**src/rtl/multicycle_ctrl.sv**
```systemverilog
// Multicycle instruction sequencer: FETCH/DECODE/EXEC/MEM/WB/HALT control FSM.
// Drives datapath strobes and mux selects for a RV32I-style multicycle core,
// with a memory wait watchdog that parks the machine in HALT on timeout.
module multicycle_ctrl #(
  parameter int unsigned WAIT_LIMIT = 255
) (
  input  logic       clk,
  input  logic       reset,
  input  logic [6:0] opcode,
  input  logic       mem_ready,
  input  logic       branch_taken,
  output logic       pc_write,
  output logic       pc_src,
  output logic       ir_write,
  output logic       target_write,
  output logic       mem_read,
  output logic       mem_write,
  output logic       iord,
  output logic       reg_write,
  output logic       retire,
  output logic       halted,
  output logic       fault,
  output logic [1:0] alu_a_sel,
  output logic [1:0] alu_b_sel,
  output logic [1:0] alu_mode,
  output logic [1:0] wb_sel,
  output logic [2:0] state
);

  typedef enum logic [2:0] {
    S_FETCH  = 3'd0,
    S_DECODE = 3'd1,
    S_EXEC   = 3'd2,
    S_MEM    = 3'd3,
    S_WB     = 3'd4,
    S_HALT   = 3'd5
  } state_t;

  localparam logic [6:0] OP_R      = 7'b0110011;
  localparam logic [6:0] OP_I      = 7'b0010011;
  localparam logic [6:0] OP_LOAD   = 7'b0000011;
  localparam logic [6:0] OP_STORE  = 7'b0100011;
  localparam logic [6:0] OP_BRANCH = 7'b1100011;
  localparam logic [6:0] OP_JAL    = 7'b1101111;
  localparam logic [6:0] OP_JALR   = 7'b1100111;
  localparam logic [6:0] OP_LUI    = 7'b0110111;
  localparam logic [6:0] OP_AUIPC  = 7'b0010111;
  localparam logic [6:0] OP_SYSTEM = 7'b1110011;

  localparam logic [15:0] LIMIT = 16'(WAIT_LIMIT);

  state_t      r_state;
  state_t      w_next;
  logic [15:0] r_wait;
  logic        r_fault;
  logic        w_fault_set;
  logic        w_legal;
  logic        w_wait_hit;

  // Legal opcode decode.
  always_comb begin
    case (opcode)
      OP_R, OP_I, OP_LOAD, OP_STORE, OP_BRANCH,
      OP_JAL, OP_JALR, OP_LUI, OP_AUIPC, OP_SYSTEM: w_legal = 1'b1;
      default:                                      w_legal = 1'b0;
    endcase
  end

  // This wait cycle is the one that brings the counter up to the limit.
  assign w_wait_hit = (LIMIT != 16'd0) && !mem_ready && ((r_wait + 16'd1) == LIMIT);

  // Next-state and output decode; everything is forced idle while reset is high.
  always_comb begin
    w_next       = r_state;
    w_fault_set  = 1'b0;
    pc_write     = 1'b0;
    pc_src       = 1'b0;
    ir_write     = 1'b0;
    target_write = 1'b0;
    mem_read     = 1'b0;
    mem_write    = 1'b0;
    iord         = 1'b0;
    reg_write    = 1'b0;
    retire       = 1'b0;
    halted       = 1'b0;
    alu_a_sel    = 2'd0;
    alu_b_sel    = 2'd0;
    alu_mode     = 2'd0;
    wb_sel       = 2'd0;
    if (!reset) begin
      case (r_state)
        S_FETCH: begin
          mem_read  = 1'b1;
          alu_b_sel = 2'd2;
          if (mem_ready) begin
            ir_write = 1'b1;
            pc_write = 1'b1;
            w_next   = S_DECODE;
          end else if (w_wait_hit) begin
            w_next      = S_HALT;
            w_fault_set = 1'b1;
          end
        end
        S_DECODE: begin
          alu_a_sel    = 2'd1;
          alu_b_sel    = 2'd1;
          target_write = 1'b1;
          if (w_legal) begin
            w_next = S_EXEC;
          end else begin
            w_next      = S_HALT;
            w_fault_set = 1'b1;
          end
        end
        S_EXEC: begin
          case (opcode)
            OP_R:      begin alu_a_sel = 2'd2; alu_mode = 2'd1; w_next = S_WB; end
            OP_I:      begin alu_a_sel = 2'd2; alu_b_sel = 2'd1; alu_mode = 2'd1; w_next = S_WB; end
            OP_LOAD,
            OP_STORE:  begin alu_a_sel = 2'd2; alu_b_sel = 2'd1; w_next = S_MEM; end
            OP_BRANCH: begin
              alu_a_sel = 2'd2;
              alu_mode  = 2'd2;
              pc_src    = 1'b1;
              pc_write  = branch_taken;
              retire    = 1'b1;
              w_next    = S_FETCH;
            end
            OP_JAL: begin
              pc_src    = 1'b1;
              pc_write  = 1'b1;
              reg_write = 1'b1;
              wb_sel    = 2'd2;
              retire    = 1'b1;
              w_next    = S_FETCH;
            end
            // rd is written with the old PC on the same edge that loads the new one.
            OP_JALR: begin
              alu_a_sel = 2'd2;
              alu_b_sel = 2'd1;
              pc_write  = 1'b1;
              reg_write = 1'b1;
              wb_sel    = 2'd2;
              retire    = 1'b1;
              w_next    = S_FETCH;
            end
            OP_LUI:    begin alu_a_sel = 2'd3; alu_b_sel = 2'd1; w_next = S_WB; end
            OP_AUIPC:  begin alu_a_sel = 2'd1; alu_b_sel = 2'd1; w_next = S_WB; end
            OP_SYSTEM: begin retire = 1'b1; halted = 1'b1; w_next = S_HALT; end
            default:   begin w_next = S_HALT; w_fault_set = 1'b1; end
          endcase
        end
        S_MEM: begin
          alu_a_sel = 2'd2;
          alu_b_sel = 2'd1;
          iord      = 1'b1;
          if (opcode == OP_LOAD) mem_read  = 1'b1;
          else                   mem_write = 1'b1;
          if (mem_ready) begin
            if (opcode == OP_LOAD) begin
              w_next = S_WB;
            end else begin
              retire = 1'b1;
              w_next = S_FETCH;
            end
          end else if (w_wait_hit) begin
            w_next      = S_HALT;
            w_fault_set = 1'b1;
          end
        end
        S_WB: begin
          reg_write = 1'b1;
          retire    = 1'b1;
          wb_sel    = (opcode == OP_LOAD) ? 2'd1 : 2'd0;
          w_next    = S_FETCH;
        end
        S_HALT: halted = 1'b1;
        // Unused encodings are treated as corruption.
        default: begin
          w_next      = S_HALT;
          w_fault_set = 1'b1;
        end
      endcase
    end
  end

  // State register.
  always_ff @(posedge clk or posedge reset) begin
    if (reset) r_state <= S_FETCH;
    else       r_state <= w_next;
  end

  // Sticky fault flag; only reset clears it.
  always_ff @(posedge clk or posedge reset) begin
    if (reset)            r_fault <= 1'b0;
    else if (w_fault_set) r_fault <= 1'b1;
  end

  // Consecutive wait counter: cleared on every state change, counts stalls in FETCH/MEM.
  always_ff @(posedge clk or posedge reset) begin
    if (reset)
      r_wait <= 16'd0;
    else if (w_next != r_state)
      r_wait <= 16'd0;
    else if ((r_state == S_FETCH || r_state == S_MEM) && !mem_ready && r_wait != 16'hFFFF)
      r_wait <= r_wait + 16'd1;
  end

  assign fault = r_fault;
  assign state = r_state;

endmodule
```
**config.mk**
```make
export PLATFORM = sky130hd
export DESIGN_NAME = multicycle_ctrl
export DESIGN_NICKNAME = d
export VERILOG_FILES = /design/src/rtl/multicycle_ctrl.sv
export SDC_FILE = /design/constraint.sdc
export NUM_CORES = 1
export LEC_CHECK = 0
export ABC_CLOCK_PERIOD_IN_PS = 2700
export BUFFER_PORTS_ARGS = -buffer_cell sky130_fd_sc_hd__buf_4
export CAP_MARGIN = 20
export CORE_MARGIN = 4
export CORE_UTILIZATION = 57
export DETAILED_ROUTE_END_ITERATION = 16
export PLACE_DENSITY = 0.79
export SLEW_MARGIN = 20
export SYNTH_ARGS = -nofsm -noshare
export SYNTH_HDL_FRONTEND = slang
export SYNTH_SLANG_ARGS = --single-unit
```
**constraint.sdc**
```tcl
create_clock -name clk -period 2.7 [get_ports clk]
set_clock_uncertainty 0.15 [all_clocks]
set_input_delay 0.27 -clock clk [delete_from_list [all_inputs] [get_ports clk]]
set_output_delay 0.27 -clock clk [all_outputs]
set_load 0.02 [all_outputs]
```
## Word level (Yosys, flattened, before mapping)

Cells that the tools add are included.

- Logic and storage cells: 101
- Memory bits (read-only): 0
- Latch bits: 0
- Register bits: 20
- Output and inout bits: 22
- Memories: 0
- Memory bits (writable): 0

- Order comparisons: 0
- $add $sub $neg: 1
- Reductions and logical operators: 20
- Eq/ne operators: 18
- Bitwise logic cells: 0
- Divide/modulo/power cells: 0
- Shift operators: 0
- Multiply operators: 0
- Mux-type cells: 59

Operator list:

| operator | number |
|---|---|
| 2-to-1 mux 16 bit | 2 |
| 2-to-1 mux 1 bit | 31 |
| equality test 7 bit, second input constant | 4 |
| equality test 7 x 6 -> 1 bit, second input constant | 3 |
| 2-to-1 mux 3 bit | 6 |
| one-hot mux 2 bit (3 select lines) | 3 |
| one-hot mux 3 bit (6 select lines) | 1 |
| adder 16 x 1 -> 16 bit, second input constant | 1 |
| equality test 16 x 8 -> 1 bit, second input constant | 1 |
| != test 16 bit, second input constant | 1 |
| equality test 7 x 5 -> 1 bit, second input constant | 2 |
| OR reduction 2 bit | 7 |
| 2-to-1 mux 2 bit | 6 |
| OR reduction 6 bit | 2 |
| one-hot mux 1 bit (2 select lines) | 5 |
| OR reduction 10 bit | 1 |
| one-hot mux 3 bit (3 select lines) | 1 |
| one-hot mux 2 bit (2 select lines) | 2 |
| OR reduction 4 bit | 2 |
| equality test 7 x 2 -> 1 bit, second input constant | 1 |
| equality test 3 x 2 -> 1 bit, second input constant | 2 |
| equality test 3 bit, second input constant | 2 |
| one-hot mux 1 bit (4 select lines) | 1 |
| equality test 3 x 1 -> 1 bit, second input constant | 1 |
| 8 further kinds | 10 |

## Depth between registers and ports, before layout

- Depth in word-level cells: 9
- Mapped depth: 9
- Mapped depth without buffers: 7

## Worst setup path after synthesis

Ideal clock, no wire load.

- Path kind: register to output
- Start point: register r_state[2] (netlist: state[2])
- End point: output pc_write
- Data arrival time: 2.240 ns
- Stages on the path, launching flop included: 5
- Data required time: 2.280 ns
- Setup slack: 0.040 ns
- Path buffers: 2
- Path through: dfrtp_1 -> clkbuf_1 -> or2_2 -> clkbuf_1 -> a2111oi_0

- Longest elaborated chain between the ends: 3
- Elaborated cells between the ends (all ways): 4
- Classes of those cells: 1 x eq/ne; 2 x mux; 1 x reduce/logical

Ends and longest elaborated chain:

| item | RTL line | source |
|---|---|---|
| start, declared | 52 | `state_t r_state;` |
| start signal, assigned | 190 | `else r_state <= w_next;` |
| equality test 3 x 2 -> 1 bit or zero test 3 bit (tied branches) | 91 | `case (r_state)` |
| one-hot mux 1 bit (2 select lines) (*) | 91 |  |
| 2-to-1 mux 1 bit (*) | 90 | `if (!reset) begin` |
| end, declared | 12 | `output logic pc_write,` |

Every way passes the cells marked *; elsewhere a longest branch is shown, timed or not.

## Worst setup path in the final report

- Start point: input reset
- End point: output alu_mode[1]

- Longest elaborated chain between the ends: 1

Ends and longest elaborated chain:

| item | RTL line | source |
|---|---|---|
| start, declared | 8 | `input logic reset,` |
| 2-to-1 mux 2 bit | 90 |  |
| end, declared | 25 | `output logic [1:0] alu_mode,` |

Every way passes these cells.

==> results.sh <==
export IMPL_cts_max_path_buffers=2
export IMPL_buffer_ports_inserted=32
export IMPL_syn_inst=251
export IMPL_placement_rows=20
export IMPL_worstSetupEndpointType="output pin"
export IMPL_numCtsBuffers=3
export IMPL_top_family_by_delay_on_critical_path="buffers and inverters"
export IMPL_synth_enable_flop_cells=0
export IMPL_postSynthNetCount=264
export IMPL_drtAntennaViolNets=0
export IMPL_total_wirelength_um=5378
export IMPL_timing_critical_path_from_type="input port"
export IMPL_ir_drop_v=0.0004290
export IMPL_core_area_um2=3153
export IMPL_drtPass1Iterations=5
export IMPL_synth_top_cells_by_count="sky130_fd_sc_hd__nor2_1, sky130_fd_sc_hd__dfrtp_1, sky130_fd_sc_hd__nor3_1"
export IMPL_antenna_cells_inserted=0
export IMPL_num_io_pins=33
export IMPL_leakage_uw=0.0009734
export IMPL_multiInputGateArea_um2=1340
export IMPL_critical_path_cell_chain="dlygate4sd3_1 > buf_4 > inv_1 > buf_4 > nand3_1 > nor4_1 > buf_4"
export IMPL_finalSetupTns_ns=0
export IMPL_dr_wl_met3_um=374
export IMPL_final_seq_area_um2=501.7
export IMPL_detail_route_iter0_violations=293
export IMPL_cp_slowest_stage_delay_ns=0.54
export IMPL_report_final_slew_viol_count=0
export IMPL_worst_slew_pin_slew_ns=0.4388
export IMPL_worst_path_max_fanout=12
export IMPL_timing_max_cap_violations=0
export IMPL_via_count=2081
export IMPL_num_nets_final=302
export IMPL_total_routed_wire_length_on_the_met1_layer_um=2573
export IMPL_layout_cell_share_with_drive_strength_beyond_1_pct=22.92
export IMPL_worst_hold_path_type="input port to register"
export IMPL_synth_seq_area_share_pct=25.79
export IMPL_finalCritPeriodShare_pct=94.66
export IMPL_ctsRootBufferMaster="sky130_fd_sc_hd__clkbuf_4"
export IMPL_grt_overflow=0
export IMPL_floorplan_initialDensity_pct=61.55
export IMPL_cts_setup_buffers=0
export IMPL_layout_area_overhead_vs_synth_pct=21.08
export IMPL_power_total_uw=1458
export IMPL_die_area_um2=4402
export IMPL_cp_data_arrival_time_ns=2.14
export IMPL_report_final_hold_viol_count=0
export IMPL_cp_required_ns=2.28
export IMPL_cts_max_level=1
export IMPL_period_minus_slack_ns=2.556
export IMPL_powerDensity_nw_per_um2=620.5
export IMPL_path_common_cell="sky130_fd_sc_hd__buf_4"
export IMPL_detail_route_wl_per_cell_um=16.20
export IMPL_synth_top_cell_by_area="sky130_fd_sc_hd__dfrtp_1"
export IMPL_grt_antenna_before_repair=0
export IMPL_ys_async_sr_fraction_pct=100.0
export IMPL_setup_viol=0
export IMPL_mappedNetlistArea_um2=1941
export IMPL_fmaxAchievable_ghz=0.3913
export IMPL_worst_rel_slew_slack_pct=70.44
export IMPL_master_of_the_slowest_instance_on_the_critical_path="sky130_fd_sc_hd__dlygate4sd3_1"
export IMPL_top_area_cell_type_share_of_the_netlist_area_pct=25.79
export IMPL_grt_setup_unrepaired="false"
export IMPL_met2WireLength_um=2393
export IMPL_synth_most_common_cell="sky130_fd_sc_hd__nor2_1"
export IMPL_finalWeightedCongestion=0.9091
export IMPL_yosys_synthesis_warning_count=0
export IMPL_grt_max_degree=17
export IMPL_nFillCells=259
export IMPL_route_top_layer_used="met4"
export IMPL_yosys_cell_types_count=57
export IMPL_synth_ff_type="sky130_fd_sc_hd__dfrtp_1"
export IMPL_postSynthRegisterBits=20
export IMPL_via_per_inst=6.268
export IMPL_global_route_wire_length_before_repair_um=8949
export IMPL_cts_tree="yes"
export IMPL_timing_critical_path_buf_inv=5
export IMPL_avgSynthCellArea_um2=7.732
export IMPL_setup_worst_path_class="input port to output pin"
export IMPL_dpl_hpwl_um=4024
export IMPL_number_of_global_route_vias_before_repair=1881
export IMPL_route_detailed_drc=0
export IMPL_synth_area_leaders="sky130_fd_sc_hd__dfrtp_1, sky130_fd_sc_hd__nor2_1, sky130_fd_sc_hd__xor2_1, sky130_fd_sc_hd__nor3_1, sky130_fd_sc_hd__a21oi_1"
export IMPL_grt_util_all_layers_pct=25.64
export IMPL_clock_latency_ns=0.31
export IMPL_chipWidth_um=66.35
export IMPL_die_height_um=66.35
export IMPL_clkSinkCount=20
export IMPL_clkSlewWorstSetupHoldPaths_ns=0.12
export IMPL_outcome="completed"
## worst reg2reg max path, delay by kind of cell, from the launching register on
kind                     cells  cell delay [ns]
AND/OR/NAND/NOR              4             0.91
AO/OA/AOI/OAI                2             0.53
flip-flops                   1             0.38
adder cells (fa/ha/maj)      1             0.27
buffers and inverters        1             0.21
## timing repair
action,4_1_cts,5_1_grt
hold buffers,1,0
endpoints found under the setup margin,1,1
hold endpoints to repair,4,0
resized for setup,1,1
## area by class of cell
| class | count | share of cell area (%) |
|---|---|---|
| multi-input combinational | 207 | 57.03 |
| sequential | 20 | 21.35 |
| timing repair buffer | 49 | 15.76 |
| tap | 44 | 2.343 |
| clock inverter | 1 | 1.278 |
| inverter | 8 | 1.278 |
| clock buffer | 3 | 0.9585 |
## where the power goes
part / total (uW) / switching (uW) / internal [uW] / leakage (uW)
Sequential: 408 / 72.7 / 336 / 0.000270
Clock: 244 / 94.2 / 150 / 0.0000279
Combinational: 805 / 477 / 328 / 0.000675
## cells in the final DEF, fill, tap and decap left out, types with 4 or more instances in the layout
master	n
sky130_fd_sc_hd__buf_4	48
sky130_fd_sc_hd__and3_1	6
sky130_fd_sc_hd__xnor2_1	6
sky130_fd_sc_hd__nor2_1	29
sky130_fd_sc_hd__nand3b_1	4
sky130_fd_sc_hd__nand2b_1	4
sky130_fd_sc_hd__xor2_1	11
sky130_fd_sc_hd__nor2b_1	4
sky130_fd_sc_hd__a21oi_1	12
sky130_fd_sc_hd__nor4_1	6
sky130_fd_sc_hd__nand4_1	6
sky130_fd_sc_hd__nand2_1	16
sky130_fd_sc_hd__nand3_1	12
sky130_fd_sc_hd__o21ai_0	8
sky130_fd_sc_hd__inv_1	8
sky130_fd_sc_hd__dfrtp_1	19
sky130_fd_sc_hd__nor3_1	19
sky130_fd_sc_hd__o21a_1	4
## metal layers
metal	vias up	global-route usage, %
met3	6	4.422
met4	0	5.330
met5	-	0
met1	986	39.25
met2	85	37.05
li1	1004	-
## stage by stage
stage / instance area [um^2] / setup slack, ns / std cells / hold WS (ns) / util (%)
floorplan: 1941 / 0.04015 / 251 / 0.3432 / -
global placement: 2280 / 0.2444 / 327 / 0.1653 / 72.30
finish: 2350 / 0.1442 / 332 / 0.2600 / 74.52
CTS: 2349 / 0.1200 / 332 / 0.2559 / 74.48
detailed placement: 2280 / 0.2145 / 327 / 0.1569 / 72.30
global route: 2350 / 0.008241 / 332 / 0.2796 / 74.52
## cells by family (layout without fill, tap and decap cells)
logic type	Yosys count	in the layout	share of synthesized area, %
multiplexers	1	1	0.5158
AND/OR/NAND/NOR	129	129	35.91
adder cells (fa/ha/maj)	2	2	1.289
buffers and inverters	24	61	5.480
AO/OA/AOI/OAI	58	58	23.34
flip-flops	20	20	25.79
XOR/XNOR	17	17	7.672
## path summary, 6_finish.rpt
kind | startpoint | to | slack (ns) | depth (start not counted)
worst max-delay path | reset | alu_mode[1] | 0.14 | 7
worst min-delay path | mem_ready | state[1] | 0.26 | 4
worst max register to register | r_wait[0] | r_wait[5] | 0.15 | 8
worst min register to register | fault | fault | 0.39 | 1
max in group asynchronous | reset | state[0] | 1.57 | 4
min in group asynchronous | reset | r_wait[1] | 0.38 | 3
## flip-flops by register name, summed over array words and instances, names as in the netlist
signal,flops
r_wait,16
state,3
fault,1
(Power assumes the default switching activity.)
